### src/rtl/kgp_risc_pkg.sv
// Shared types for the KGP RISC core back end.
//   wr_sel_e   : register-file write target code (none / r31 / reg1Addr / reg2Addr)
//   src_e      : where a result's data comes from (ALU now, or load data later)
//   wb_state_e : writeback sequencer states
//   wb_entry_t : one writeback queue entry {sel, src, data}
package kgp_risc_pkg;

  typedef enum logic [1:0] {
    WR_NONE = 2'b00,
    WR_RA   = 2'b01,
    WR_REG1 = 2'b10,
    WR_REG2 = 2'b11
  } wr_sel_e;

  typedef enum logic {
    SRC_ALU  = 1'b0,
    SRC_LOAD = 1'b1
  } src_e;

  typedef enum logic [1:0] {
    EMPTY    = 2'b00,
    ISSUE    = 2'b01,
    WAIT_MEM = 2'b10
  } wb_state_e;

  typedef struct packed {
    wr_sel_e     sel;
    src_e        src;
    logic [31:0] data;
  } wb_entry_t;

endpackage

### src/rtl/wb_fifo.sv
// Writeback queue storage: circular buffer of wb_entry_t with occupancy count.
//   clk, rst   : clock, asynchronous active-low reset (clears pointers/count)
//   push/wdata : write one entry (caller guarantees !full)
//   pop        : drop the head entry (caller guarantees !empty)
//   head       : entry at the read pointer, valid when !empty
//   full/empty : occupancy flags; count : entries held (0..DEPTH)
module wb_fifo
  import kgp_risc_pkg::*;
#(
  parameter int DEPTH = 2
) (
  input  logic                   clk,
  input  logic                   rst,
  input  logic                   push,
  input  wb_entry_t              wdata,
  input  logic                   pop,
  output wb_entry_t              head,
  output logic                   full,
  output logic                   empty,
  output logic [$clog2(DEPTH):0] count
);

  localparam int AW = $clog2(DEPTH);

  wb_entry_t     mem_q [DEPTH];
  logic [AW-1:0] wr_ptr_q, wr_ptr_d;
  logic [AW-1:0] rd_ptr_q, rd_ptr_d;
  logic [AW:0]   cnt_q, cnt_d;

  // DEPTH is a power of two, so natural pointer overflow is the modulo wrap.
  always_comb begin
    wr_ptr_d = wr_ptr_q;
    rd_ptr_d = rd_ptr_q;
    cnt_d    = cnt_q;
    if (push) wr_ptr_d = wr_ptr_q + 1'b1;
    if (pop)  rd_ptr_d = rd_ptr_q + 1'b1;
    case ({push, pop})
      2'b10:   cnt_d = cnt_q + 1'b1;
      2'b01:   cnt_d = cnt_q - 1'b1;
      default: cnt_d = cnt_q;
    endcase
  end

  always_ff @(posedge clk or negedge rst) begin
    if (!rst) begin
      wr_ptr_q <= '0;
      rd_ptr_q <= '0;
      cnt_q    <= '0;
    end else begin
      wr_ptr_q <= wr_ptr_d;
      rd_ptr_q <= rd_ptr_d;
      cnt_q    <= cnt_d;
    end
  end

  // Payload needs no reset: it is only observed through a non-zero count.
  always_ff @(posedge clk) begin
    if (push) mem_q[wr_ptr_q] <= wdata;
  end

  assign head  = mem_q[rd_ptr_q];
  assign full  = (cnt_q == (AW+1)'(DEPTH));
  assign empty = (cnt_q == '0);
  assign count = cnt_q;

endmodule

### src/rtl/writeback_unit.sv
// Writeback stage: queues execute results and retires them in order to the
// register file, waiting for load data from memory where needed.
//   clk, rst              : clock, asynchronous active-low reset
//   res_valid/res_ready   : result handshake from execute (res_ready = !full)
//   res_sel/res_src/res_data : write target, data source, ALU data
//   mem_rvalid/mem_rdata  : load data return
//   writeReg/writeData    : registered register-file write (writeReg=00 -> no write)
//   stall                 : queue full or head waiting on load data
//   err                   : sticky; bit0 spurious mem_rvalid, bit1 load timeout
// Build option: define WB_LOAD_TIMEOUT_EN to retire a load head with no write
// after TIMEOUT cycles in WAIT_MEM without data; otherwise loads wait forever.
module writeback_unit
  import kgp_risc_pkg::*;
#(
  parameter int DEPTH   = 2,
  parameter int TIMEOUT = 16
) (
  input  logic        clk,
  input  logic        rst,
  input  logic        res_valid,
  output logic        res_ready,
  input  logic [1:0]  res_sel,
  input  logic        res_src,
  input  logic [31:0] res_data,
  input  logic        mem_rvalid,
  input  logic [31:0] mem_rdata,
  output logic [1:0]  writeReg,
  output logic [31:0] writeData,
  output logic        stall,
  output logic [1:0]  err
);

  if (DEPTH < 2 || DEPTH > 8 || (DEPTH & (DEPTH - 1)) != 0) begin : g_bad_depth
    $error("writeback_unit: DEPTH must be a power of two in 2..8");
  end
  if (TIMEOUT < 1 || TIMEOUT > 255) begin : g_bad_timeout
    $error("writeback_unit: TIMEOUT must be in 1..255");
  end

  wb_state_e             state_q, state_d;
  wr_sel_e               wr_sel_q, wr_sel_d;
  logic [31:0]           wr_data_q, wr_data_d;
  logic [1:0]            err_q, err_d;

  wb_entry_t             in_ent, head;
  logic                  full, empty;
  logic [$clog2(DEPTH):0] count;
  logic                  push, pop;
  logic                  head_vld, head_is_load, rv_take, spurious, tmo_pop;

  assign in_ent    = '{sel: wr_sel_e'(res_sel), src: src_e'(res_src), data: res_data};
  assign res_ready = rst & ~full;
  assign push      = res_valid & res_ready;

  wb_fifo #(.DEPTH(DEPTH)) u_fifo (
    .clk   (clk),
    .rst   (rst),
    .push  (push),
    .wdata (in_ent),
    .pop   (pop),
    .head  (head),
    .full  (full),
    .empty (empty),
    .count (count)
  );

  // State is EMPTY exactly when the queue holds nothing, so the head entry is
  // meaningful in every other state.
  assign head_vld     = (state_q != EMPTY);
  assign head_is_load = head_vld & (head.src == SRC_LOAD);
  // Load data is taken as soon as a load is at the head, even on the ISSUE
  // cycle before the move to WAIT_MEM; only data with no load to match is spurious.
  assign rv_take      = mem_rvalid & head_is_load;
  assign spurious     = mem_rvalid & ~head_is_load;

`ifdef WB_LOAD_TIMEOUT_EN
  logic [7:0] tmo_q, tmo_d;
  assign tmo_pop = (state_q == WAIT_MEM) & ~mem_rvalid & (tmo_q == 8'(TIMEOUT - 1));
`else
  assign tmo_pop = 1'b0;
`endif

  assign pop = head_vld & ((head.src == SRC_ALU) | rv_take | tmo_pop);

  always_comb begin
    state_d   = state_q;
    wr_sel_d  = WR_NONE;
    wr_data_d = wr_data_q;
    err_d     = err_q | {tmo_pop, spurious};

    // A timed-out load retires silently: no write, data bus held.
    if (pop && !tmo_pop) begin
      wr_sel_d  = head.sel;
      wr_data_d = (head.src == SRC_ALU) ? head.data : mem_rdata;
    end

    case (state_q)
      EMPTY: if (push) state_d = ISSUE;
      ISSUE, WAIT_MEM: begin
        if (pop && !push && count == 1) state_d = EMPTY;
        else if (pop)                   state_d = ISSUE;
        else if (head_is_load)          state_d = WAIT_MEM;
      end
      default: state_d = EMPTY;
    endcase
  end

`ifdef WB_LOAD_TIMEOUT_EN
  // Counts consecutive WAIT_MEM cycles spent on the same head without data.
  always_comb begin
    tmo_d = '0;
    if (state_q == WAIT_MEM && state_d == WAIT_MEM && !mem_rvalid) tmo_d = tmo_q + 1'b1;
  end
`endif

  always_ff @(posedge clk or negedge rst) begin
    if (!rst) begin
      state_q   <= EMPTY;
      wr_sel_q  <= WR_NONE;
      wr_data_q <= '0;
      err_q     <= '0;
`ifdef WB_LOAD_TIMEOUT_EN
      tmo_q     <= '0;
`endif
    end else begin
      state_q   <= state_d;
      wr_sel_q  <= wr_sel_d;
      wr_data_q <= wr_data_d;
      err_q     <= err_d;
`ifdef WB_LOAD_TIMEOUT_EN
      tmo_q     <= tmo_d;
`endif
    end
  end

  assign writeReg  = wr_sel_q;
  assign writeData = wr_data_q;
  assign err       = err_q;
  assign stall     = full | head_is_load;

endmodule

### config.mk
export PLATFORM = sky130hd
export DESIGN_NAME = writeback_unit
export DESIGN_NICKNAME = d
export VERILOG_FILES = /design/src/rtl/kgp_risc_pkg.sv /design/src/rtl/wb_fifo.sv /design/src/rtl/writeback_unit.sv
export SDC_FILE = /design/constraint.sdc
export NUM_CORES = 1
export LEC_CHECK = 0
export BUFFER_PORTS_ARGS = -buffer_cell sky130_fd_sc_hd__buf_4
export CAP_MARGIN = 5
export CORE_AREA = 2 2 105 107
export CTS_CLUSTER_DIAMETER = 60
export DETAILED_ROUTE_END_ITERATION = 6
export DIE_AREA = 0 0 107 109
export PLACE_DENSITY = 0.68
export SLEW_MARGIN = 20
export SYNTH_ARGS = -nofsm -noshare
export SYNTH_HDL_FRONTEND = slang
export SYNTH_HIERARCHICAL = 1
export SYNTH_SLANG_ARGS = --single-unit
export TNS_END_PERCENT = 10
### constraint.sdc
create_clock -name clk -period 5.55 [get_ports clk]
set_input_delay 0.8325 -clock clk [delete_from_list [all_inputs] [get_ports clk]]
set_output_delay 0.8325 -clock clk [all_outputs]
set_load 0.01 [all_outputs]
==> flow_metrics.py <==
metrics = {
    "clock_network": {
        "clock_sinks": 111,
        "cts.htree.levels": 3,
        "insertion_delay_ns": 0.36,
        "cts_tree": "yes",
        "ctsHoldBuffers": 0,
        "clockRootBuffer": "clkbuf_8",
        "path_clk_slew_ns": 0.10,
        "postCtsSetupBuffers": 0,
        "ctsResizeCount": 0,
        "clockBufferDepth": 2,
        "cts_made_buffers": 9,
    },
    "floorplan": {
        "die-area_um2": 11700,
        "die_x_um": 107,
        "die_y_um": 109,
        "rows": 38,
        "core_area_um2": 10600,
        "initial_core_util_pct": 43.8,
        "io_pins": 109,
    },
    "grt": {
        "grt_pass1_wl_um": 13000,
        "grt_antenna_before_repair": 0,
        "overflow": 0,
        "grt_pass1_vias": 2626,
        "grt_max_degree": 44,
        "grt_usage_pct": 14.7,
    },
    "pwr": {
        "power_leakage_nw": 2.40,
        "netSwitchingFraction_pct": 32.8,
        "pwr-share-clk_pct": 15.2,
        "intPower_mw": 1.83,
        "p_switching_uw": 891,
        "power_mw": 2.72,
        "pwr-share-comb_pct": 40.3,
        "power_frac_seq_pct": 44.5,
        "powerDensity_nw_per_um2": 477,
        "peakVddDrop_mv": 0.202,
    },
    "detailed_routing": {
        "wl_um": 8100,
        "via_per_inst": 4.69,
        "drc": 0,
        "wl_per_cell_um": 14.9,
        "first_pass_iters": 4,
        "detail-route-antenna-nets": 0,
        "drtIter0Drc": 82,
        "vias": 2557,
    },
    "sta": {
        "tightest_slew_ns": 0.910,
        "rsz0062_at_grt": "no",
        "relSlewSlack_pct": 39.3,
        "fmax_ghz": 0.346,
        "tns_ns": 0,
        "finClkSkew_ns": 0.0110,
        "period_needed_ns": 2.89,
        "fin_crit_sh_pct": 52.0,
        "finalSetupViolCount": 0,
        "hold_viol": 0,
        "drv_slew": 0,
    },
    "outcome": {
        "status": "completed",
    },
    "critical_path": {
        "worstSetupPathType": "flop to flop",
        "r2r-start": "u_fifo/rd_ptr_q",
        "worstPathRequired_ns": 5.84,
        "timing.rr.end": "u_fifo/count[1]",
        "reg2reg_slack_ns": 2.66,
        "cp_max_fo": 35,
        "arrival_ns": 3.17,
        "setup.worst_path.start_class": "flop",
        "endpoint_kind": "flop",
        "r2r_cells": 7,
    },
    "final_layout": {
        "drive_gt1_share_pct": 41.0,
        "fin_nets": 475,
        "area_delta_synth_final_pct": 22.8,
        "antenna_cells": 0,
    },
    "placement": {
        "portBuffers": 107,
        "hpwl_um": 5500,
        "gp_congestion": 0.689,
    },
    "synth": {
        "syn_inst": 295,
        "ys_warn_count": 6,
        "avgSynthCellArea_um2": 15.7,
        "syn_nets": 370,
        "syn_area_um2": 4650,
    },
    "hold_path": {
        "min_path_type": "input pin to async pin",
    },
    "job": {
        "max_cap_violations": 0,
    },
}
flip-flops by register name, indices dropped and copies added, names as in the netlist:
register	count
err	1
u_fifo/rd_ptr_q	1
writeData	32
state_q	2
u_fifo/wr_ptr_q	1
writeReg	2
u_fifo/count	2
u_fifo/mem_q	70
critical path, cell delays in order (launching register included):
cell	delay [ns]
dfrtp_2	0.42
mux2_4	0.52
nor2b_4	0.24
nor2_4	0.54
buf_4	0.44
ha_1	0.33
nor2_1	0.14
xor2_1	0.15
per-layer routing:
metal  track usage, %  part of all wire [%]  vias to the layer above
li1                 -                     -                     1265
met1             18.6                    41                     1209
met2             24.9                    52                       79
met3             4.12                   5.6                        4
met4             4.27                  0.96                        0
met5                0                     0                        -
cells in the final DEF, fill, tap and decap left out:
cell type,instances
nand2_1,2
dfrtp_1,40
and2_1,2
inv_2,1
xnor2_1,2
clkbuf_1,1
ha_1,4
mux2_4,29
and2_2,1
mux2_2,6
inv_1,3
a21o_1,1
nor2_1,35
edfxtp_1,70
xor2_1,3
nor2b_1,2
nor4_2,1
o32ai_1,1
nand2b_1,3
conb_1,1
o22ai_1,1
buf_16,1
inv_4,1
and3b_1,1
a21oi_1,32
clkinvlp_4,1
mux2_1,2
clkinv_2,2
clkinv_1,1
dfrtp_2,1
buf_4,109
nor2_4,2
clkbuf_8,9
nor2b_4,1
mux2i_1,32
clkinv_4,1
power by group through the flow:
| stage | Sequential, mW | Clock (mW) | Combinational (mW) |
|---|---|---|---|
| 2_1_floorplan | 1.27 | 0 | 0.746 |
| 3_3_place_gp | 1.22 | 0 | 1.09 |
| 3_5_place_dp | 1.23 | 0 | 1.11 |
| 4_1_cts | 1.21 | 0.431 | 1.11 |
| 5_1_grt | 1.23 | 0.472 | 1.21 |
| 6_report | 1.21 | 0.415 | 1.10 |
final cells by class:
| type | instances | area (um^2) |
|---|---|---|
| Fill cell | 895 | 4900 |
| Multi-Input combinational cell | 164 | 1370 |
| Sequential cell | 111 | 3130 |
| Clock inverter | 6 | 36.3 |
| Inverter | 4 | 15.0 |
| Clock buffer | 10 | 128 |
| Timing Repair Buffer | 110 | 846 |
| Tap cell | 140 | 175 |
how the worst max path moves through the flow:
| stage | cells past startpoint | slack [ns] | to | from |
|---|---|---|---|---|
| floorplan | 3 | 2.47 | u_fifo/mem_q[0][0] | res_valid |
| global placement | 4 | 2.51 | u_fifo/mem_q[0][19] | rst |
| global route | 7 | 2.42 | u_fifo/count[1] | u_fifo/rd_ptr_q |
| detailed placement | 4 | 2.41 | u_fifo/mem_q[0][19] | rst |
| finish | 7 | 2.66 | u_fifo/count[1] | u_fifo/rd_ptr_q |
| CTS | 7 | 2.64 | u_fifo/count[1] | u_fifo/rd_ptr_q |
stage by stage:
step | hold WS (ns) | utilization, % | setup slack (ns) | cell area (um^2) | std cells
2_1_floorplan | 0.447 | - | 2.47 | 4650 | 295
3_3_place_gp | 0.441 | 52.0 | 2.51 | 5510 | 528
3_5_place_dp | 0.449 | 52.0 | 2.41 | 5510 | 528
4_1_cts | 0.467 | 53.5 | 2.64 | 5680 | 544
5_1_grt | 0.466 | 53.8 | 2.42 | 5700 | 545
6_report | 0.444 | 53.8 | 2.66 | 5700 | 545
No activity file was read; power rests on OpenSTA's default activity.
